`src/rtl/divisor_ctrl.sv`:
```
// Programmable clock-enable generator: 1-cycle tick every div_reg cycles plus a square wave toggling per tick.
// Config is taken only in IDLE (cfg_ready low otherwise); the first tick appears N cycles after the start edge.
module divisor_ctrl #(
  parameter int CNT_W       = 16,
  parameter int DEFAULT_DIV = 8,
  parameter int BURST_W     = 8
) (
  input  logic               clk,
  input  logic               rst_n,
  input  logic               cfg_valid,
  output logic               cfg_ready,
  input  logic [CNT_W-1:0]   cfg_div,
  input  logic               cfg_mode,
  input  logic [BURST_W-1:0] cfg_count,
  input  logic               start,
  input  logic               stop,
  output logic               tick,
  output logic               slow_out,
  output logic               busy,
  output logic               done,
  output logic               err
);

  typedef enum logic [1:0] {IDLE, RUN, BURST} state_t;

  state_t             state;
  logic [CNT_W-1:0]   div_reg;
  logic               mode_reg;
  logic [BURST_W-1:0] count_reg;
  logic [CNT_W-1:0]   cnt;
  logic [BURST_W-1:0] remaining;

  logic               cfg_load;
  logic               eff_mode;
  logic [BURST_W-1:0] eff_count;
  logic               tick_due;

  assign cfg_ready = (state == IDLE);
  assign cfg_load  = cfg_valid && cfg_ready && (cfg_div != '0);
  // A start on the same edge as an accepted config must see the new values.
  assign eff_mode  = cfg_load ? cfg_mode  : mode_reg;
  assign eff_count = cfg_load ? cfg_count : count_reg;
  assign tick_due  = (cnt == div_reg - CNT_W'(1));

  always_ff @(posedge clk) begin
    if (!rst_n) begin
      state     <= IDLE;
      div_reg   <= CNT_W'(DEFAULT_DIV);
      mode_reg  <= 1'b0;
      count_reg <= '0;
      cnt       <= '0;
      remaining <= '0;
      tick      <= 1'b0;
      slow_out  <= 1'b0;
      busy      <= 1'b0;
      done      <= 1'b0;
      err       <= 1'b0;
    end else begin
      tick <= 1'b0;
      done <= 1'b0;
      err  <= 1'b0;
      case (state)
        IDLE: begin
          if (cfg_valid && (cfg_div == '0)) begin
            err <= 1'b1;
          end else if (cfg_load) begin
            div_reg   <= cfg_div;
            mode_reg  <= cfg_mode;
            count_reg <= cfg_count;
          end
          if (start && !stop) begin
            cnt <= '0;
            if (!eff_mode) begin
              state <= RUN;
              busy  <= 1'b1;
            end else if (eff_count != '0) begin
              state     <= BURST;
              remaining <= eff_count;
              busy      <= 1'b1;
            end else begin
              done <= 1'b1;
            end
          end
        end
        RUN, BURST: begin
          if (stop) begin
            state     <= IDLE;
            cnt       <= '0;
            slow_out  <= 1'b0;
            remaining <= '0;
            busy      <= 1'b0;
          end else if (tick_due) begin
            cnt      <= '0;
            tick     <= 1'b1;
            slow_out <= ~slow_out;
            if (state == BURST && remaining != '0) begin
              remaining <= remaining - BURST_W'(1);
              if (remaining == BURST_W'(1)) begin
                done  <= 1'b1;
                state <= IDLE;
                busy  <= 1'b0;
              end
            end
          end else begin
            cnt <= cnt + CNT_W'(1);
          end
        end
        default: state <= IDLE;
      endcase
    end
  end

endmodule
```
`config.mk`:
```
export PLATFORM = sky130hd
export DESIGN_NAME = divisor_ctrl
export DESIGN_NICKNAME = d
export VERILOG_FILES = /design/src/rtl/divisor_ctrl.sv
export SDC_FILE = /design/constraint.sdc
export NUM_CORES = 1
export LEC_CHECK = 0
export ABC_AREA = 1
export BUFFER_PORTS_ARGS = -buffer_cell sky130_fd_sc_hd__buf_2
export CORE_ASPECT_RATIO = 0.7
export CORE_MARGIN = 5
export CORE_UTILIZATION = 55
export DETAILED_ROUTE_END_ITERATION = 12
export PLACE_DENSITY = 0.75
export SKIP_LAST_GASP = 1
export SLEW_MARGIN = 0
export SYNTH_ARGS = -nofsm -noshare
export SYNTH_HDL_FRONTEND = slang
export SYNTH_SLANG_ARGS = --single-unit
```
`constraint.sdc`:
```
create_clock -name clk -period 6.5 [get_ports clk]
set_input_delay 1.3 -clock clk [delete_from_list [all_inputs] [get_ports clk]]
set_output_delay 1.3 -clock clk [all_outputs]
set_load 0.005 [all_outputs]
```
# ---- Yosys cells after proc, flatten, opt, wreduce, memory -nomap -nowiden
# Index checks and enable logic that the tools add are counted.
dict set report classes {
  mux 41
  reduce_logical 23
  multipliers 0
  add_sub_neg 3
  n_eq_ne 11
  magnitude_cmp 0
  shifts 0
  n_div 0
  n_bitwise 4
}
# cell n
set op_table {}
lappend op_table {{$mux 8} 7}
lappend op_table {{$mux 16} 3}
lappend op_table {{$pmux 16 s2} 1}
lappend op_table {{$mux 1} 19}
lappend op_table {{$add 16x1->16 const B} 1}
lappend op_table {{$eq 16x16->1} 1}
lappend op_table {{$logic_not 16->1} 1}
lappend op_table {{$pmux 8 s2} 1}
lappend op_table {{$reduce_bool 16->1} 1}
lappend op_table {{$reduce_bool 8->1} 2}
lappend op_table {{$sub 16x1->16 const B} 1}
lappend op_table {{$mux 2} 7}
lappend op_table {{$reduce_and 6->1} 2}
lappend op_table {{$ne 3x3->1 const B} 3}
lappend op_table {{$eq 8x1->1 const B} 1}
lappend op_table {{$reduce_and 2->1} 4}
lappend op_table {{$sub 8x1->8 const B} 1}
lappend op_table {{$ne 2x1->1 const B} 3}
lappend op_table {{$logic_and 1x1->1} 5}
lappend op_table {{$reduce_and 5->1} 1}
lappend op_table {{$not 1->1} 4}
lappend op_table {{$pmux 1 s2} 2}
lappend op_table {{$pmux 2 s2} 1}
lappend op_table {{$reduce_bool 2->1} 2}
lappend op_table {{other kinds (8)} 8}
dict set report totals {
  latchBits 0
  word_cells 93
  rom_bits 0
  ramBits 0
  register_bits 56
  n_memories 0
}

# ---- Logic depth before layout (Yosys ltp)
dict set report logic_depth {
  ltp_word 9
  ltp_mapped 17
  depth_no_buf 16
}

# ---- Least setup slack after synthesis
# OpenSTA, ideal clock, no wires.
dict set report synth_timing {
  path_kind {input port to flip-flop}
  startpoint {input cfg_div[11]}
  endpoint {register remaining[2]}
  setup_slack_ns 3.672
  setup_time_ns 0.112
  stages 16
  arrival_ns 2.716
  required_time_ns 6.388
  cell_sequence {nor2_1 > nand2_1 > nor2_1 > nand2_2 > nand2_1 > buf_6 > o21ai_0 > nand2_1 > o21ai_0 > inv_1 > nand2_2 > nor2_4 > buf_8 > nand2_2 > nand2_1 > nor2_2}
}
dict set report synth_between {
  elab_chain_cells 7
  elab_cells_between_ends 12
  cone_classes {eq/ne (2); mux (6); reduce/logical (4)}
}
# element line
set synth_lines {}
lappend synth_lines {{start: declaration} 12} ;# input logic [CNT_W-1:0] cfg_div,
lappend synth_lines {{$reduce_bool 16->1 *} 39} ;# assign cfg_load = cfg_valid && cfg_ready && (cfg_div != '0);
lappend synth_lines {{$logic_and 1x1->1 *} 39}
lappend synth_lines {{$mux 8} n/a}
lappend synth_lines {{$mux 8} 76} ;# end else if (eff_count != '0) begin
lappend synth_lines {{$mux 8} 73} ;# if (!eff_mode) begin
lappend synth_lines {{$mux 8} 71} ;# if (start && !stop) begin
lappend synth_lines {{$pmux 8 s2} 62} ;# case (state)
lappend synth_lines {{end signal: assignment} 78} ;# remaining <= eff_count;
lappend synth_lines {{end signal: assignment} 97} ;# remaining <= remaining - BURST_W'(1);
lappend synth_lines {{end: declaration} 31} ;# logic [BURST_W-1:0] remaining;
# Mark *: on every way between the ends. The rest lies on a longest branch, timed or not. The select of a mux whose other input is x is not followed.
# A chain may end at the register's enable or synchronous reset.

# ---- Final worst setup path
dict set report layout_timing {
  startpoint {input cfg_div[12]}
  endpoint {register remaining[5]}
}
# Same word-level chain as after synthesis.

==> qor.yml <==
status: "finished clean"
worstPathRequired_ns: 6.72
slowest_stage: "nand2_1"
crit_buf_inv: 2
timing.final.crit_period_ns: 3.71
syn-num-nets: 559
hold_path_end: "busy"
dieHeight_um: 75.9
crit_path_max_fanout: 38
routedWlPerCell_um: 12.0
viasPerCell: 4.97
seqPwrFrac_pct: 34.7
first_pass_iters: 5
fmax_mhz: 270
reg2reg_setup_slack_ns: 3.25
skew_ns: 0.0102
critPathTopFamily: "simple AND/OR/NAND/NOR gates"
cts_buffers: 5
timing.rr.end: "remaining[5]"
cts_htree_levels: 2
final_nets: 589
area_delta_synth_final_pct: 8.66
cts-resized-gates: 0
post-place-ws_ns: 2.48
final_common_cell: "nand2_1"
cts_setup_buffers: 0
hold_viol: 0
port_buffers: 35
n_antenna_cell: 0
grt.overflow.total: 0
antenna_found_initial: 0
postSynthAreaPerCell_um2: 6.55
syn_area_um2: 3410
hold_path.class: "flip-flop to flip-flop"
final_cell_mix: "123 x nand2_1, 79 x nor2_1, 66 x inv_1"
regArea_um2: 1120
crit_type: "primary input to flip-flop"
post-dp-hpwl_um: 5980
grt_pass1_vias: 2652
cpMostUsedCell: "nand2_1"
r2r_cells: 14
drcViolationCount: 0
clock-root-buffer: "clkbuf_8"
leakagePower_nw: 1.72
cp_data_arrival_time_ns: 3.92
rows: 24
yosysSeqAreaShare_pct: 32.9
synth_top_cell_by_area: "dfxtp_1"
die_w_um: 104
vdd_drop_max_mv: 0.207
netlist-cell-type-count: 36
switching_share_pct: 45.9
place.gp.congestion: 0.857
critPathLaunchType: "primary input"
drive_above_1_share_pct: 15.4
synth_top_area_share_pct: 32.9
setup_tns_ns: 0
maxCapViolCount: 0
postSynthCellCount: 521
multi_input_area_um2: 1960
clkTransAtPathRegs_ns: 0.10
fin_crit_sh_pct: 57.0
antenna_left: 0
combPwrFrac_pct: 50.4
cts_tree: "yes"
rsz0062_at_grt: "no"
power.total_mw: 1.35
core_um2: 6130
p_int_uw: 727
crit_chain: "buf_2 > nor2_1 > nand2_1 > nor2_1 > nand2_2 > nand2_1 > o21ai_0 > nand2_1 > o21ai_0 > inv_1 > nand2_2 > nor2_4 > nand2_1 > nand2_1 > nor2_1"
cpPeakStageDelay_ns: 0.77
clock_sinks: 56
p_switching_uw: 618
slew_headroom_pct: 31.8
routed_wl_um: 7580
fill_cells: 587
ys_ff_latch: 56
setup_viol: 0
final_core_util_pct: 60.5
postLayoutSetupSlackWorst_ns: 2.79
slew_viol_final: 0
ctsHoldBuffers: 0
grt_util_all_layers_pct: 19.5
whs_path_depth: 2
ys_top_cells_by_area: "dfxtp_1 33%, nand2_1 14%, nor2_1 8.7%"
p_per_area_nw_per_um2: 363
dr_total_vias: 3131
clkPwrFrac_pct: 14.8
io_pins: 36
initial_core_util_pct: 55.7
crit_path_end_kind: "flip-flop"
final_area_um2: 3710
synth_warnings: 0
cts_buffer_depth: 2
grt_max_degree: 39
clock_latency_ns: 0.31
tightest_slew_ns: 1.02
placed_area_um2: 3610
first_iter_violations: 201
grt_first_pass_wirelength_um: 12600
hold_path.startpoint: "busy"
die-area_um2: 7900
r2r_start: "state[0]"
## layout make-up
class	count	share of cell area, %
well taps	78	2.63
repair buffers	35	4.73
multi-input cells	383	52.8
flip-flops and latches	56	30.2
inverters	70	7.09
clock inverters	2	0.270
clock buffers	6	2.23
## worst reg2reg max path, delay by kind of cell, from the launching register on
| kind | cells | cell delay (ns) |
|---|---|---|
| and+or+nand+nor | 8 | 1.71 |
| AOI/OAI and AO/OA | 2 | 0.45 |
| DFF | 1 | 0.37 |
| adders and majority gates | 1 | 0.32 |
| buffers and inverters | 3 | 0.29 |
## metrics by stage
stage,std cells,hold slack [ns]
3_5_place_dp,622,0.473
5_1_grt,630,0.517
6_report,630,0.489
4_1_cts,630,0.494
2_1_floorplan,521,0.458
3_3_place_gp,622,0.462
## power groups by stage
| stage | combinational (mW) | clock [mW] | sequential (mW) |
|---|---|---|---|
| 2_1_floorplan | 0.568 | 0 | 0.458 |
| 3_3_place_gp | 0.655 | 0 | 0.471 |
| 3_5_place_dp | 0.672 | 0 | 0.474 |
| 4_1_cts | 0.675 | 0.201 | 0.466 |
| 5_1_grt | 0.772 | 0.221 | 0.477 |
| 6_report | 0.679 | 0.200 | 0.467 |
## how the worst max path moves through the flow
stage                            from            to  cells past startpoint
final                     cfg_div[12]  remaining[5]                     15
after global routing      cfg_div[11]  remaining[4]                     15
after CTS                 cfg_div[12]  remaining[4]                     15
after detailed placement  cfg_div[12]  remaining[4]                     15
after global placement    cfg_div[12]  remaining[6]                     15
after floorplan           cfg_div[11]  remaining[2]                     16
## kinds of logic after synthesis
group | Yosys count | synth area share [%]
xor gates and xnor gates | 24 | 6.16
DFF | 56 | 32.9
AOI/OAI and AO/OA | 61 | 9.94
adders and majority gates | 8 | 2.93
buffers and inverters | 82 | 9.76
and+or+nand+nor | 290 | 38.3
## cell usage after synthesis
master    number
nand3b_1       7
nand3_2        2
buf_1          1
clkinv_1       1
nand3_1       25
dfxtp_1       56
nand2_4        1
clkbuf_1       6
nor3_1         8
o22ai_1        7
or2_2          2
a31oi_1        1
nand2_1      123
nand2_2        8
nor4_1         2
a21oi_1       18
buf_8          1
inv_2          3
o21bai_1       2
xnor2_1        5
o21a_1         1
nor2_4         3
ha_1           8
nor2_2        22
o211ai_1       1
inv_1         66
buf_4          1
buf_6          1
o21bai_4       1
nand4_1        5
xor2_1        19
nor3b_1        3
o21ai_0       26
nor2_1        79
buf_2          2
o21ai_1        4
## metal layers
metal,vias up,wire length (um),track usage (%)
li1,1688,-,-
met1,1360,4180,30.6
met2,79,2890,27.6
met3,4,483,3.56
met4,0,31,3.45
met5,-,0,0
No activity file was read; power rests on OpenSTA's default activity.
